## config.mk

```make
export PLATFORM = sky130hd
export DESIGN_NAME = dct_transpose_buf
export DESIGN_NICKNAME = d
export VERILOG_FILES = /design/src/rtl/dct_transpose_buf.sv
export SDC_FILE = /design/constraint.sdc
export NUM_CORES = 2
export LEC_CHECK = 0
export ABC_CLOCK_PERIOD_IN_PS = 16400
export CAP_MARGIN = 5
export CORE_ASPECT_RATIO = 0.6
export CORE_UTILIZATION = 50
export DETAILED_ROUTE_END_ITERATION = 10
export PLACE_DENSITY_LB_ADDON = 0.1
export SYNTH_ARGS = -nofsm -noshare
export SYNTH_HDL_FRONTEND = slang
export SYNTH_SLANG_ARGS = --single-unit
```

## constraint.sdc

```tcl
create_clock -name i_clk -period 16.4 [get_ports i_clk]
set_input_delay 2.46 -clock i_clk [delete_from_list [all_inputs] [get_ports i_clk]]
set_output_delay 2.46 -clock i_clk [all_outputs]
set_load 0.05 [all_outputs]
```

## src/rtl/dct_transpose_buf.sv

```systemverilog
`default_nettype none
// ============================================================================
//  Module      : dct_transpose_buf
//  Description : Ping-pong 8x8 transpose buffer between the row and column
//                1-D DCT stages. Row vectors are written into one bank while
//                the other bank is read out column by column.
//
//  Ports       : i_clk              clock, all state on rising edge
//                i_rst_n            asynchronous active-low reset
//                i_valid            row vector present (producer never stalls)
//                i_data0..i_data7   row coefficients, index = column position
//                i_ready            downstream accepts o_data this cycle
//                o_valid            column vector valid
//                o_data0..o_data7   column coefficients, index = row position
//                o_col              column index of current output
//                o_last             high with column 7 of a block
//                o_overflow         sticky, a row was dropped
//
//  Revision    : 1.0  initial release
// ============================================================================
module dct_transpose_buf #(
    parameter int DATA_W = 14
) (
    input  logic                     i_clk,
    input  logic                     i_rst_n,
    input  logic                     i_valid,
    input  logic signed [DATA_W-1:0] i_data0,
    input  logic signed [DATA_W-1:0] i_data1,
    input  logic signed [DATA_W-1:0] i_data2,
    input  logic signed [DATA_W-1:0] i_data3,
    input  logic signed [DATA_W-1:0] i_data4,
    input  logic signed [DATA_W-1:0] i_data5,
    input  logic signed [DATA_W-1:0] i_data6,
    input  logic signed [DATA_W-1:0] i_data7,
    input  logic                     i_ready,
    output logic                     o_valid,
    output logic signed [DATA_W-1:0] o_data0,
    output logic signed [DATA_W-1:0] o_data1,
    output logic signed [DATA_W-1:0] o_data2,
    output logic signed [DATA_W-1:0] o_data3,
    output logic signed [DATA_W-1:0] o_data4,
    output logic signed [DATA_W-1:0] o_data5,
    output logic signed [DATA_W-1:0] o_data6,
    output logic signed [DATA_W-1:0] o_data7,
    output logic [2:0]               o_col,
    output logic                     o_last,
    output logic                     o_overflow
);

    typedef enum logic [0:0] {
        ST_IDLE   = 1'b0,
        ST_STREAM = 1'b1
    } rd_state_t;

    rd_state_t r_state;
    rd_state_t w_state_nxt;

    // Bank storage: [bank][row][col]; contents are deliberately not reset.
    logic signed [DATA_W-1:0] r_mem [2][8][8];
    logic signed [DATA_W-1:0] w_in  [8];
    logic signed [DATA_W-1:0] r_out [8];

    logic       r_wr_bank;
    logic       r_rd_bank;
    logic [2:0] r_row_cnt;
    logic [2:0] r_col_cnt;
    logic [1:0] r_full;
    logic [1:0] w_full_rel;
    logic [1:0] w_full_nxt;
    logic [2:0] r_col;
    logic       r_last;
    logic       r_overflow;
    logic       w_load;
    logic       w_release;
    logic       w_drop;
    logic       w_wr;

    assign w_in[0] = i_data0;
    assign w_in[1] = i_data1;
    assign w_in[2] = i_data2;
    assign w_in[3] = i_data3;
    assign w_in[4] = i_data4;
    assign w_in[5] = i_data5;
    assign w_in[6] = i_data6;
    assign w_in[7] = i_data7;

    assign o_valid    = (r_state == ST_STREAM);
    assign o_data0    = r_out[0];
    assign o_data1    = r_out[1];
    assign o_data2    = r_out[2];
    assign o_data3    = r_out[3];
    assign o_data4    = r_out[4];
    assign o_data5    = r_out[5];
    assign o_data6    = r_out[6];
    assign o_data7    = r_out[7];
    assign o_col      = r_col;
    assign o_last     = r_last;
    assign o_overflow = r_overflow;

    // Output register takes a new column whenever it is empty or being consumed.
    assign w_load    = (!o_valid || i_ready) && r_full[r_rd_bank];
    assign w_release = w_load && (r_col_cnt == 3'd7);

    // The bank whose last column is captured this edge is already free for
    // the drop check, so a new block may start on that same edge. The write
    // lands in memory after the read capture, so the old data is not disturbed.
    always_comb begin
        w_full_rel = r_full;
        if (w_release) begin
            w_full_rel[r_rd_bank] = 1'b0;
        end
    end

    // Only row 0 needs the check: a bank that accepted row 0 stays ours.
    assign w_drop = i_valid && (r_row_cnt == 3'd0) && w_full_rel[r_wr_bank];
    assign w_wr   = i_valid && !w_drop;

    always_comb begin
        w_full_nxt = w_full_rel;
        if (w_wr && (r_row_cnt == 3'd7)) begin
            w_full_nxt[r_wr_bank] = 1'b1;
        end
    end

    always_ff @(posedge i_clk) begin
        if (w_wr) begin
            for (int c = 0; c < 8; c++) begin
                r_mem[r_wr_bank][r_row_cnt][c] <= w_in[c];
            end
        end
    end

    // Write side bookkeeping
    always_ff @(posedge i_clk or negedge i_rst_n) begin
        if (!i_rst_n) begin
            r_wr_bank  <= 1'b0;
            r_row_cnt  <= 3'd0;
            r_full     <= 2'b00;
            r_overflow <= 1'b0;
        end else begin
            r_full <= w_full_nxt;
            if (w_drop) begin
                r_overflow <= 1'b1;
            end
            if (w_wr) begin
                r_row_cnt <= r_row_cnt + 3'd1;
                if (r_row_cnt == 3'd7) begin
                    r_wr_bank <= ~r_wr_bank;
                end
            end
        end
    end

    // Read side: output register and column counter
    always_ff @(posedge i_clk or negedge i_rst_n) begin
        if (!i_rst_n) begin
            r_rd_bank <= 1'b0;
            r_col_cnt <= 3'd0;
            r_col     <= 3'd0;
            r_last    <= 1'b0;
            for (int k = 0; k < 8; k++) begin
                r_out[k] <= '0;
            end
        end else if (w_load) begin
            for (int k = 0; k < 8; k++) begin
                r_out[k] <= r_mem[r_rd_bank][k][r_col_cnt];
            end
            r_col     <= r_col_cnt;
            r_last    <= (r_col_cnt == 3'd7);
            r_col_cnt <= r_col_cnt + 3'd1;
            if (r_col_cnt == 3'd7) begin
                r_rd_bank <= ~r_rd_bank;
            end
        end
    end

    always_ff @(posedge i_clk or negedge i_rst_n) begin
        if (!i_rst_n) begin
            r_state <= ST_IDLE;
        end else begin
            r_state <= w_state_nxt;
        end
    end

    always_comb begin
        w_state_nxt = r_state;
        case (r_state)
            ST_IDLE: begin
                if (w_load) begin
                    w_state_nxt = ST_STREAM;
                end
            end
            ST_STREAM: begin
                if (i_ready && !w_load) begin
                    w_state_nxt = ST_IDLE;
                end
            end
            default: w_state_nxt = ST_IDLE;
        endcase
    end

endmodule
`default_nettype wire

```

==> flow_metrics.py <==
metrics = {
    "worst_hold_path": {
        "holdPathEnd": "o_col[1]",
        "holdCritPathClass": "flop to flop",
        "hold_start": "o_col[1]",
        "holdPathStages": 2,
    },
    "placement": {
        "placed_cells": 6633,
        "hpwl_um": 139000,
        "portBuffers": 233,
        "gp_congestion": 0.814,
        "postPlaceCellArea_mm2": 0.0847,
    },
    "logic_synthesis": {
        "synthDistinctLibCells": 48,
        "seq_area_frac_synth": 0.712,
        "syn-num-nets": 4585,
        "synthCells": 4464,
        "async_reset_ff_frac": 0.0667,
        "synth_flop_cell": "edfxtp_1",
        "syn_area_per_cell_um2": 17.9,
        "synth-seq-cells": 1920,
        "ys_warn_count": 0,
        "synth_area_mm2": 0.0800,
        "synth_edf_count": 1792,
    },
    "routing": {
        "routed_wl_um": 237000,
        "drtIter0Drc": 5773,
        "wl_per_cell_um": 34.1,
        "dr.pass1.iters": 9,
        "drtAntennaViolNets": 0,
        "drc": 26,
        "met1_length_um": 104000,
        "dr_wl_met3_um": 22100,
        "wl_met2_um": 105000,
        "detailroute.via_count": 43947,
        "routed_via_density": 6.32,
        "top_layer_used": "met5",
    },
    "global_routing": {
        "antenna_found_initial": 31,
        "grt_max_degree": 127,
        "grt_pass1_wl_um": 334000,
        "grt_usage": 0.295,
        "overflow": 0,
        "grt_pass1_vias": 43249,
    },
    "power": {
        "vdd_drop_max_mv": 0.128,
        "p_seq_frac": 0.424,
        "p_int_w": 0.0103,
        "switchingPower_w": 0.00531,
        "power_leakage_nw": 29.5,
        "powerDensity_mw_per_mm2": 173,
        "swShare": 0.340,
        "pwr-share-clk": 0.255,
        "pwr-share-comb": 0.321,
    },
    "setup_path": {
        "critPathMaxStageDelay_ns": 0.76,
        "arrival_ns": 6.47,
        "crit_chain": "clkdlybuf4s50_1, inv_1, nor2_2, o211ai_1, nor2_4, buf_4, buf_4",
        "end_kind": "flop",
        "r2r-end": "r_mem[1][819]",
        "cp-start-kind": "primary input",
        "critPathKind": "primary input to flop",
        "critPathMaxFanout": 56,
        "worst_r2r_path_depth": 8,
        "critPathBufInv": 4,
        "rrSetupSlack_ns": 11.28,
        "r2r-start": "r_col_cnt[1]",
        "cp_top_family": "buffers and inverters",
        "cpMostUsedCell": "buf_4",
        "cp.required_ns": 16.83,
        "crit_slowest_cell": "clkdlybuf4s50_1",
    },
    "outcome": {
        "status": "finished with violations",
        "violations": "DRC",
    },
    "clock_tree": {
        "clock_latency_ns": 0.82,
        "ctsHoldBuffers": 0,
        "cts_root_buf": "clkbuf_16",
        "htree_num_levels": 4,
        "cts_tree": "built",
        "clock-sinks": 1920,
        "cts-buffers-inserted": 172,
        "clock_path_buffers": 3,
        "cts.clk_slew.worst_paths_ns": 0.06,
        "postCtsSetupBuffers": 0,
        "ctsResizeCount": 0,
    },
    "job": {
        "max_cap_viol_count": 0,
    },
    "sta": {
        "tns_ns": 0,
        "worstMarginPinSlew_ns": 1.24,
        "maxSlewViolCount": 0,
        "hold_viol": 0,
        "clock_skew_ns": 0.0207,
        "fmax_ghz": 0.166,
        "slew_headroom": 0.171,
        "fin_crit_ns": 6.04,
        "rsz0062_at_grt": "no",
        "hold_slack_ns": 0.483,
        "setup_viol": 0,
        "finalCritPeriodShare": 0.368,
    },
    "finish": {
        "stdcell_area_mm2": 0.0901,
        "layout_common_cells": "1,792 x edfxtp_1, 907 x nand2_1, 448 x mux4_2, 405 x mux2_2, 218 x clkdlybuf4s50_1",
        "finalNonFillerCells": 6957,
        "drive_gt1_frac": 0.266,
        "area_delta_synth_final_pct": 12.6,
        "layout_commonest_cell": "edfxtp_1",
        "final_nets": 4801,
    },
    "floorplan": {
        "fp.dieW_um": 519,
        "die-area_mm2": 0.162,
        "start_util": 0.505,
        "die_h_um": 312,
        "rows": 113,
        "io_pins": 234,
        "core_mm2": 0.159,
    },
}
-- cell type report --
cell class / count / area (um^2)
fill: 12089 / 68500
sequential: 1920 / 57000
multi-input combinational: 2232 / 21800
clock buffer: 253 / 4900
timing repair buffer: 348 / 3150
tap: 2127 / 2660
clock inverter: 65 / 513
inverter: 6 / 22.5
antenna: 6 / 15.0
-- synth_stat cells (all sizes together), types with 5 or more instances --
cell type  number  area share
o211ai         43      0.0040
ha              5     0.00078
nor2           21      0.0010
edfxtp       1792        0.67
buf           154      0.0099
a21oi          72      0.0045
mux4          448        0.13
nor3            5     0.00031
mux2          461       0.066
clkbuf        152      0.0071
o22ai         138       0.011
nor2b           5     0.00039
nand2         910       0.043
a22oi          43      0.0040
inv             6     0.00028
mux2i          43      0.0054
dfrtp         128       0.040
-- state kept, by name, indices dropped and copies added (netlist names) --
signal,cells
o_data1,14
o_data2,14
o_data0,14
o_col,3
o_valid,1
o_overflow,1
r_col_cnt,3
o_data7,14
r_wr_bank,1
r_full,2
o_data3,14
o_data5,14
r_row_cnt,3
r_mem,1792
o_data4,14
o_data6,14
r_rd_bank,1
o_last,1
-- worst register-to-register path, stage by stage (launching register included) --
cell and delay, ns:
dfrtp_4 1.02, ha_1 0.30, ha_1 0.33, nand2_1 0.18, o21ai_0 0.38, o211ai_1 0.39
nor2_4 0.73, buf_4 0.57, buf_4 0.79
-- kinds of logic (layout without fill, tap and decap cells) --
group / after synthesis / in the layout / synth area share
AO/OA/AOI/OAI: 311 / 311 / 0.0251
XOR/XNOR: 2 / 2 / 0.000219
adder cells (fa/ha/maj): 5 / 5 / 0.000782
buffers and inverters: 312 / 672 / 0.0173
flip-flops: 1920 / 1920 / 0.712
multiplexers: 952 / 952 / 0.197
other: 0 / 6 / 0
AND/OR/NAND/NOR: 962 / 962 / 0.0469
-- through the flow --
stage,total power (W),setup slack (ns),util
global route,0.0161,10.16,0.568
global placement,0.0117,9.68,0.534
detailed placement,0.0117,9.56,0.534
floorplan,0.00995,5.31,-
CTS,0.0157,10.43,0.568
finish,0.0156,10.36,0.568
-- power groups by stage --
stage / registers, W / clock network (W) / logic (W)
global route: 0.00665 / 0.00421 / 0.00528
global placement: 0.00671 / 0 / 0.00497
finish: 0.00661 / 0.00398 / 0.00500
CTS: 0.00662 / 0.00403 / 0.00502
floorplan: 0.00691 / 0 / 0.00303
detailed placement: 0.00671 / 0 / 0.00501
-- how the worst max path moves through the flow --
stage | from | end | slack [ns] | cells after the start
floorplan | i_valid | r_mem[0][336] | 5.31 | 3
detailed placement | i_valid | r_mem[1][850] | 9.56 | 7
CTS | i_valid | r_mem[1][875] | 10.43 | 7
global route | i_valid | r_mem[1][819] | 10.16 | 7
global placement | i_valid | r_mem[1][850] | 9.68 | 7
finish | i_valid | r_mem[1][819] | 10.36 | 7
-- metal layers --
metal  vias up  global-route usage
li1      18120                   -
met1     23409               0.457
met2      2155               0.432
met3       257              0.0573
met4         6              0.0719
met5         -                   0
Note: power is estimated with default switching activity, not from simulation.
